==> src/rtl/cnn_stream_pkg.sv <==
// Shared constants for the CNN streaming path (feature-map sides, pixel format, streamer FSM states).
package cnn_stream_pkg;
   localparam int unsigned DIM_112   = 112;
   localparam int unsigned DIM_56    = 56;
   localparam int unsigned DIM_28    = 28;
   localparam int unsigned PIX_W     = 14;
   localparam int unsigned FRAC_BITS = 7;

   typedef enum logic [1:0] {
      IDLE  = 2'd0,
      RUN   = 2'd1,
      DRAIN = 2'd2
   } stream_state_t;
endpackage

==> src/rtl/stream_skid_fifo.sv <==
// Two-entry skid FIFO; the head entry is presented combinationally, occupancy exported for credit flow.
module stream_skid_fifo #(
   parameter int unsigned WIDTH = 16
)(
   input  logic             clk,
   input  logic             rst,
   input  logic             push,
   input  logic [WIDTH-1:0] push_data,
   input  logic             pop,
   output logic [WIDTH-1:0] head_data,
   output logic             head_valid,
   output logic [1:0]       occupancy
);
   logic [WIDTH-1:0] slot [2];
   logic             wr_ptr;
   logic             rd_ptr;
   logic [1:0]       count;
   logic             pop_ok;

   assign pop_ok     = pop && (count != 2'd0);
   assign head_data  = slot[rd_ptr];
   assign head_valid = (count != 2'd0);
   assign occupancy  = count;

   always_ff @(posedge clk or negedge rst) begin
      if (!rst) begin
         slot[0] <= '0;
         slot[1] <= '0;
         wr_ptr  <= 1'b0;
         rd_ptr  <= 1'b0;
         count   <= '0;
      end else begin
         if (push) begin
            slot[wr_ptr] <= push_data;
            wr_ptr       <= ~wr_ptr;
         end
         if (pop_ok)
            rd_ptr <= ~rd_ptr;
         count <= count + {1'b0, push} - {1'b0, pop_ok};
      end
   end
endmodule

==> src/rtl/padded_pixel_streamer.sv <==
// Streams a CxNxN feature map from SRAM as a zero-padded (N+2)x(N+2) raster per channel.
// Optional PADDED_STREAMER_STALL_CNT_EN adds a saturating stall_cnt output.
module padded_pixel_streamer
   import cnn_stream_pkg::*;
#(
   parameter int unsigned BITSIZE = PIX_W,
   parameter int unsigned MAX_DIM = DIM_112,
   parameter int unsigned PADDING = 1,
   parameter int unsigned ADDR_W  = 20,
   parameter int unsigned CH_W    = 10
)(
   input  logic               clk,
   input  logic               rst,
   input  logic               start,
   input  logic [6:0]         layer_size,
   input  logic [CH_W-1:0]    num_channels,
   input  logic [ADDR_W-1:0]  base_addr,
   output logic               mem_rd_en,
   output logic [ADDR_W-1:0]  mem_addr,
   input  logic [BITSIZE-1:0] mem_rd_data,
   output logic [BITSIZE-1:0] pix_out,
   output logic               pix_valid,
   input  logic               pix_ready,
   output logic               frame_done,
   output logic               layer_done,
   output logic               busy
`ifdef PADDED_STREAMER_STALL_CNT_EN
   ,
   output logic [31:0]        stall_cnt
`endif
);
   localparam int unsigned CNT_W = $clog2(MAX_DIM + 2);

   stream_state_t      state, state_nxt;
   logic [6:0]         n;
   logic [CNT_W-1:0]   n_last, row, col;
   logic [CH_W-1:0]    ch, ch_last;
   logic [ADDR_W-1:0]  ptr;
   logic               stg_v, stg_pad, stg_lof, stg_lol;
   logic               legal, start_ok, issue, can_issue, accept;
   logic               coord_pad, coord_lof, coord_lol;
   logic [1:0]         occ;
   logic               head_v;
   logic [BITSIZE+1:0] head, push_entry;
   logic [BITSIZE-1:0] push_pix;

   assign legal    = ((layer_size == 7'(DIM_112)) || (layer_size == 7'(DIM_56)) ||
                      (layer_size == 7'(DIM_28))) && (num_channels != '0);
   assign start_ok = (state == IDLE) && start && legal;
   assign accept   = head_v && pix_ready;

   // The entry accepted this cycle frees its slot, which keeps 1 pixel/clk with ready high.
   assign can_issue = ({1'b0, occ} + {2'b0, stg_v}) < (3'd2 + {2'b0, accept});

   assign n_last    = CNT_W'(n) + CNT_W'(2 * PADDING - 1);
   assign coord_pad = (row == '0) || (col == '0) || (row == n_last) || (col == n_last);
   assign coord_lof = (row == n_last) && (col == n_last);
   assign coord_lol = coord_lof && (ch == ch_last);

   always_ff @(posedge clk or negedge rst) begin
      if (!rst) state <= IDLE;
      else      state <= state_nxt;
   end

   // Pixel (0,0) is always a pad, so it is issued in the start cycle itself.
   always_comb begin
      state_nxt = state;
      issue     = 1'b0;
      case (state)
         IDLE: begin
            if (start_ok) begin
               issue     = 1'b1;
               state_nxt = RUN;
            end
         end
         RUN: begin
            if (can_issue) begin
               issue = 1'b1;
               if (coord_lol) state_nxt = DRAIN;
            end
         end
         DRAIN: begin
            if (accept && head[0]) state_nxt = IDLE;
         end
         default: state_nxt = IDLE;
      endcase
   end

   assign mem_rd_en = issue && !coord_pad;
   assign mem_addr  = ptr;

   always_ff @(posedge clk or negedge rst) begin
      if (!rst) begin
         n       <= '0;
         ch_last <= '0;
         ch      <= '0;
         row     <= '0;
         col     <= '0;
         ptr     <= '0;
         stg_v   <= 1'b0;
         stg_pad <= 1'b0;
         stg_lof <= 1'b0;
         stg_lol <= 1'b0;
      end else begin
         stg_v   <= issue;
         stg_pad <= coord_pad;
         stg_lof <= coord_lof;
         stg_lol <= coord_lol;
         if (start_ok) begin
            n       <= layer_size;
            ch_last <= num_channels - CH_W'(1);
            ch      <= '0;
            ptr     <= base_addr;
         end else if (mem_rd_en) begin
            ptr <= ptr + ADDR_W'(1);
         end
         if (issue) begin
            if (col == n_last) begin
               col <= '0;
               if (row == n_last) begin
                  row <= '0;
                  ch  <= ch + CH_W'(1);
               end else begin
                  row <= row + CNT_W'(1);
               end
            end else begin
               col <= col + CNT_W'(1);
            end
         end
      end
   end

   assign push_pix   = stg_pad ? '0 : mem_rd_data;
   assign push_entry = {push_pix, stg_lof, stg_lol};

   stream_skid_fifo #(.WIDTH(BITSIZE + 2)) u_skid (
      .clk        (clk),
      .rst        (rst),
      .push       (stg_v),
      .push_data  (push_entry),
      .pop        (accept),
      .head_data  (head),
      .head_valid (head_v),
      .occupancy  (occ)
   );

   assign pix_out    = head[BITSIZE+1:2];
   assign pix_valid  = head_v;
   assign frame_done = accept && head[1];
   assign layer_done = accept && head[0];
   assign busy       = (state != IDLE);

`ifdef PADDED_STREAMER_STALL_CNT_EN
   always_ff @(posedge clk or negedge rst) begin
      if (!rst)
         stall_cnt <= '0;
      else if (start_ok)
         stall_cnt <= '0;
      else if (head_v && !pix_ready && (stall_cnt != '1))
         stall_cnt <= stall_cnt + 32'd1;
   end
`endif
endmodule

==> config.mk <==
export PLATFORM = sky130hd
export DESIGN_NAME = padded_pixel_streamer
export DESIGN_NICKNAME = d
export VERILOG_FILES = /design/src/rtl/cnn_stream_pkg.sv /design/src/rtl/stream_skid_fifo.sv /design/src/rtl/padded_pixel_streamer.sv
export SDC_FILE = /design/constraint.sdc
export NUM_CORES = 1
export LEC_CHECK = 0
export BUFFER_PORTS_ARGS = -buffer_cell sky130_fd_sc_hd__buf_4
export CAP_MARGIN = 10
export CORE_MARGIN = 2
export CORE_UTILIZATION = 50
export CTS_BUF_LIST = sky130_fd_sc_hd__clkbuf_4
export DETAILED_ROUTE_END_ITERATION = 10
export PLACE_DENSITY = 0.75
export SLEW_MARGIN = 20
export SYNTH_ARGS = -nofsm -noshare
export SYNTH_HDL_FRONTEND = slang
export SYNTH_SLANG_ARGS = --single-unit
export TNS_END_PERCENT = 50
==> constraint.sdc <==
create_clock -name clk -period 2.6 [get_ports clk]
set_clock_uncertainty 0.1 [all_clocks]
set_input_delay 0.26 -clock clk [delete_from_list [all_inputs] [get_ports clk]]
set_output_delay 0.26 -clock clk [all_outputs]
set_load 0.02 [all_outputs]
==> run summary, run 1 <==
- **result of the run** complete, but fails checks
- **failing checks** negative setup slack
- **slack of the worst reg-to-reg path** 0 ns
- **Max-slew headroom** 0.500
- **count of cell types in the netlist** 59
- **Skew-Pair Late Insertion Delay** 0.48 ns
- **Seq pwr share** 0.452
- **starting utilization of the core area** 0.515
- **largest fanout of any net on the critical path** 3
- **number of input and output port buffers inserted** 93
- **CTS tree** done
- **leading cell type in the layout, fill and taps excluded** buf_4
- **detailed-route wire length** 14,800 um
- **share of post-route cells with drive strength above 1** 0.248
- **number of flops mapped to enable cells by yosys** 0
- **IO Count** 94
- **largest family of logic cells by synthesized area** simple AND/OR/NAND/NOR gates
- **proportion of synthesized chip area in sequential cells** 0.437
- **First DRT Iteration DRCs** 285
- **count of TritonRoute iterations in the first routing pass** 5
- **compound-cell area share of the yosys netlist** 0.153
- **Post-Syn Area per Cell** 9.31 sq um
- **PD cells** 623 nW/um^2
- **xor/xnor cell area share of the yosys netlist** 0.0640
- **initial antenna violation count** 0
- **number of pins with negative max-slew slack in the final report** 0
- **timing startpoint of the critical path** n[1]
- **multiplexer area fraction after synthesis** 0.0413
- **net switching component of the power** 0.00182 W
- **vias in the first global route** 5,220
- **WL/cell** 15.7 um
- **all-layer global routing usage** 0.232
- **Setup TNS Final** -0.240 ns
- **Worst-path clk slew** 0.16 ns
- **P_int** 0.00296 W
- **total number of yosys warnings** 0
- **Detailed Place HPWL** 10,000 um
- **crit end category** output port
- **clock tree sinks** 103
- **critical path launch point type** flip-flop
- **number of setup violations in the final report** 1
- **RSZ-0062 raised after global routing** yes
- **Worst Max-Slew Pin Slew** 0.750 ns
- **dominant register cell in the synthesized netlist** dfrtp_1
- **share of synthesized registers carrying an async set or reset** 1.00
- **worst-case reg-to-reg path depth** 10
- **clock share of power** 0.164
- **max-capacitance violation count** 0
- **setup ws final** -0.240 ns
- **CP endpoint** mem_rd_en
- **Congestion Overflow GR** 0
- **commonest non-fill, non-tap cells in the layout** buf_4, dfrtp_1, nand2_1
- **WP data arrival** 2.48 ns
- **worst min-delay path class** in2reg
- **register bit total from synthesis** 103
- **switching power as a share of total power** 0.380
- **Area growth, synth to finish** 29.9%
- **summed instance area of the synthesized netlist** 5900 sq um
- **adder-cell share of the synthesized area** 0.0275
- **Root Buffer** clkbuf_4
- **combinational share of power** 0.384
- **data required time at the worst endpoint** 2.24 ns
- **core area** 11,500 sq um
- **maximum number of pins on one net before global-route repair** 64
- **Synth Area in Simple Gates** 0.240
- **worst supply voltage drop on vdd** 0.000373 V
- **Via Count** 5,384
- **Critical Setup Path Class** reg2out
- **number of rows created at floorplan** 39
- **Power, Total** 0.00478 W
- **Chip Width** 113 um
- **hold violation total from the final report** 0
- **routability-driven placement congestion ratio** 0.859
- **global-route wire length before repair** 24,200 um
- **drc violations** 0
- **Vert. Die Dim** 113 um
- **synthesized netlist cell count** 634
- **endpoint of the most critical register-to-register path** mem_addr[0]
- **Total Die Area** 12,700 sq um
- **shortest period the worst path allows** 2.84 ns
- **post-synth net total** 702
- **diode count** 0
- **share of the clock period used by the worst path after layout** 1.09
- **startpoint of the most critical register-to-register path** n[1]
- **detailed-route vias per instance** 5.70
- **leakage** 3.48 nW
- **Final ANT Viol Nets** 0
- **CTS H-Tree Depth** 3
- **worst setup timing slack at the placement stage** -0.0368 ns
- **Nets** 864
- **highest achievable clock rate** 352 MHz
- **worst-case clock buffer depth** 2
- **TritonCTS buffer count** 9
==> worst max-delay path, stage by stage (launching register included) <==
cell	delay [ns]
dfrtp_1	0.47
ha_4	0.27
xor2_1	0.14
a211o_1	0.26
nor4_4	0.30
nand3_4	0.11
and3_4	0.17
and2_4	0.16
buf_6	0.12
==> routing by layer <==
layer	vias up	track usage	share of wire
met2	163	0.396	0.50
met5	-	0	0
met4	0	0.0813	0.019
met3	27	0.0459	0.055
met1	2608	0.296	0.42
li1	2586	-	-
==> how the worst min path moves through the flow <==
| stage | start | to | slack, ns | depth (start not counted) |
|---|---|---|---|---|
| floorplan | rst | ch[0] | -0.14 | 0 |
| global placement | rst | u_skid.slot[15] | 0.23 | 1 |
| detailed placement | rst | u_skid.slot[15] | 0.24 | 1 |
| CTS | num_channels[3] | ch_last[3] | 0.01 | 3 |
| global route | num_channels[7] | ch_last[7] | 0.02 | 3 |
| finish | num_channels[7] | ch_last[7] | 0.02 | 3 |
==> final cells by class <==
type	instances	area, sq um
sequential	103	2580
inverter	18	70.1
fill	837	3790
clock buffer	9	67.6
clock inverter	7	55.1
multi-input combinational	480	3170
timing repair buffer	184	1550
tap	143	179
==> metrics by stage <==
stage,utilization,instances,instance area [sq um],hold WS (ns)
after floorplan,-,634,5920,-0.136
after global placement,0.602,867,6910,0.226
after detailed placement,0.602,867,6910,0.240
after CTS,0.658,935,7540,0.0122
after global routing,0.669,944,7670,0.0193
final,0.669,944,7670,0.0183
==> synth_stat cells (17+ instances only) <==
cell type / instances / area, sq um
nor2_1: 24 / 90.1
inv_1: 17 / 63.8
and3_1: 23 / 144
mux2_2: 19 / 214
nand2_1: 77 / 289
nand3_1: 26 / 130
xor2_1: 19 / 166
o21ai_0: 63 / 315
xnor2_1: 19 / 166
nand2b_1: 31 / 194
dfrtp_1: 103 / 2580
o211ai_1: 24 / 180
clkbuf_1: 22 / 82.6
==> power by group through the flow <==
stage / Sequential, W / Clock (W) / Combinational, W
floorplan: 0.00208 / 0 / 0.00114
global placement: 0.00217 / 0 / 0.00158
detailed placement: 0.00218 / 0 / 0.00164
CTS: 0.00215 / 0.000792 / 0.00171
global route: 0.00220 / 0.000867 / 0.00202
finish: 0.00216 / 0.000783 / 0.00184
==> what timing repair did <==
item,in CTS,in global routing
hold endpoints to repair,107,0
gates resized for setup,3,17
endpoints found under the setup margin,6,28
gates cloned,0,0
pin swaps,5,7
hold buffers,46,0
setup buffers,6,9
==> kinds of logic (layout without fill, tap and decap cells) <==
family                     Yosys count  after routing
DFF                                103            103
AOI/OAI and AO/OA                  144            144
muxes                               22             22
buffers and inverters               51            218
and+or+nand+nor                    261            261
adders and majority gates           13             13
xor gates and xnor gates            40             40
==> flip-flops by register name, indices dropped and copies added, names as in the netlist <==
signal	flops
ch	10
state	2
stg_lol	1
ch_last	10
u_skid.slot	32
stg_v	1
stg_pad	1
stg_lof	1
u_skid.occupancy	2
n	7
u_skid.wr_ptr	1
mem_addr	20
u_skid.rd_ptr	1
row	7
col	7
Power figures use the tool's default switching activity.
==> run 2: changes to the inputs <==
--- a/config.mk
+++ b/config.mk
@@ -12,6 +12,7 @@
 export CTS_BUF_LIST = sky130_fd_sc_hd__clkbuf_4
 export DETAILED_ROUTE_END_ITERATION = 10
 export PLACE_DENSITY = 0.75
+export SETUP_SLACK_MARGIN = 0.2
 export SLEW_MARGIN = 20
 export SYNTH_ARGS = -nofsm -noshare
 export SYNTH_HDL_FRONTEND = slang
==> run summary, run 2 (synthesized netlist as in run 1, its figures left out) <==
- **Skew-Pair Late Insertion Delay** 0.48 ns
- **leading cell type in the layout, fill and taps excluded** buf_4
- **Detailed Place HPWL** 10,100 um
- **share of the clock period used by the worst path after layout** 1.10
- **count of TritonRoute iterations in the first routing pass** 5
- **data required time at the worst endpoint** 2.24 ns
- **startpoint of the most critical register-to-register path** n[0]
- **diode count** 0
- **critical path launch point type** flip-flop
- **placed cell areas** 6870 sq um
- **setup ws final** -0.272 ns
- **Congestion Overflow GR** 0
- **drc violations** 0
- **slack of the worst reg-to-reg path** -0.08 ns
- **Worst Max-Slew Pin Slew** 0.755 ns
- **detailed-route vias per instance** 5.95
- **number of input and output port buffers inserted** 93
- **leakage** 3.69 nW
- **result of the run** complete, but fails checks
- **commonest non-fill, non-tap cells in the layout** buf_4, dfrtp_1, nand2_1
- **starting utilization of the core area** 0.515
- **endpoint of the most critical register-to-register path** ch[5]
- **total routed wire length on the met1 layer** 6820 um
- **fillcell total** 778
- **PD cells** 642 nW/um^2
- **Vert. Die Dim** 113 um
- **CTS H-Tree Depth** 3
- **max FFs per register** 32
- **vias in the first global route** 5,544
- **failing checks** negative setup slack
- **IO Count** 94
- **Non-Filler Instances** 960
- **crit end category** output port
- **highest achievable clock rate** 348 MHz
- **routability-driven placement congestion ratio** 0.874
- **Worst-path clk slew** 0.18 ns
- **largest fanout of any net on the critical path** 3
- **utilization of the core after routing** 0.718
- **Root Buffer** clkbuf_4
- **number of rows created at floorplan** 39
- **shortest period the worst path allows** 2.87 ns
- **Max-slew headroom** 0.497
- **count of placed standard cells including taps** 862
- **WP data arrival** 2.51 ns
- **initial antenna violation count** 0
- **highest metal layer used by the detailed router** met4
- **all-layer global routing usage** 0.253
- **worst-case reg-to-reg path depth** 10
- **WL met2** 8560 um
- **finished layout cell area** 8230 sq um
- **hold violation total from the final report** 0
- **endpoint of the worst hold-timing path** ch_last[3]
- **number of setup violations in the final report** 16
- **clock tree sinks** 103
- **CTS tree** done
- **Area growth, synth to finish** 39.4%
- **worst hold margin** 0.0136 ns
- **TritonCTS buffer count** 9
- **maximum number of pins on one net before global-route repair** 46
- **First DRT Iteration DRCs** 426
- **global-route wire length before repair** 26,500 um
- **routed length on met3** 920 um
- **Critical Setup Path Class** reg2out
- **worst min-delay path class** in2reg
- **core area** 11,500 sq um
- **detailed-route wire length** 16,700 um
- **worst supply voltage drop on vdd** 0.000356 V
- **max-capacitance violation count** 0
- **Final ANT Viol Nets** 0
- **Chip Width** 113 um
- **Nets** 880
- **Total Die Area** 12,700 sq um
- **worst-case clock buffer depth** 2
- **WL/cell** 17.4 um
- **RSZ-0062 raised after global routing** yes
- **number of cells on the worst hold path** 3
- **share of post-route cells with drive strength above 1** 0.311
- **number of pins with negative max-slew slack in the final report** 0
- **worst hold path startpoint** num_channels[3]
- **register ranked first by flip-flop count** u_skid.slot
- **Via Count** 5,710
run 2: cell count changes in the layout (fill, tap and decap cells not counted), moves of 6 or more:
| cell | delta |
|---|---|
| o21ai_2 | +7 |
| o21ai_1 | +13 |
| o21ai_0 | -20 |
| buf_6 | +9 |
| nand3_1 | -6 |
run 2: layout make-up:
class / instances / area, sq um / share of cell area
inverter: 18 / 70.1 / 0.00851
clock inverter: 7 / 96.3 / 0.0117
sequential: 103 / 2580 / 0.314
multi-input combinational: 481 / 3480 / 0.423
clock buffer: 9 / 67.6 / 0.00821
timing repair buffer: 199 / 1750 / 0.213
tap: 143 / 179 / 0.0217
run 2: timing repair:
| action | in CTS | in global routing |
|---|---|---|
| endpoints found under the hold margin | 96 | 0 |
| cloned | 4 | 1 |
| gates resized for setup | 73 | 36 |
| buffers inserted | 22 | 8 |
| hold buffers | 47 | 0 |
| setup endpoints to repair | 39 | 52 |
| pin swaps | 38 | 30 |
run 2: worst max-delay path: stages (launching register included):
cell and delay (ns):
dfrtp_2 0.48, ha_4 0.25, xor2_1 0.14, a211o_1 0.27, nor4_4 0.31, nand3_4 0.14, and3_4 0.18, and2_4 0.16
buf_6 0.12
run 2: worst max-delay path by stage:
stage	slack, ns	endpoint	start	cells after the start
final	-0.27	mem_rd_en	n[0]	8
after global routing	-0.36	mem_rd_en	n[0]	8
after CTS	-0.30	mem_rd_en	n[0]	8
after detailed placement	0.05	mem_addr[13]	n[3]	7
after global placement	0.13	mem_rd_en	n[0]	8
after floorplan	0.08	mem_addr[0]	n[0]	9
run 2: power by group:
group	leakage [nW]	switching (W)	total, W	internal (W)
Clock	0.0864	0.000671	0.000927	0.000256
Combinational	2.31	0.00111	0.00218	0.00107
Sequential	1.30	0.000328	0.00218	0.00185
run 2: stage by stage:
stage	worst slack, ns	total power (W)	setup TNS [ns]
floorplan	0.0763	0.00323	0
global placement	0.131	0.00374	0
detailed placement	0.0498	0.00382	0
CTS	-0.296	0.00500	-0.343
global route	-0.359	0.00558	-2.81
finish	-0.272	0.00528	-0.711
run 2: routing by layer:
layer,GRT usage,vias to the layer above
met3,0.0292,44
met5,0,-
met2,0.440,243
met1,0.330,2799
met4,0.0805,0
li1,-,2624
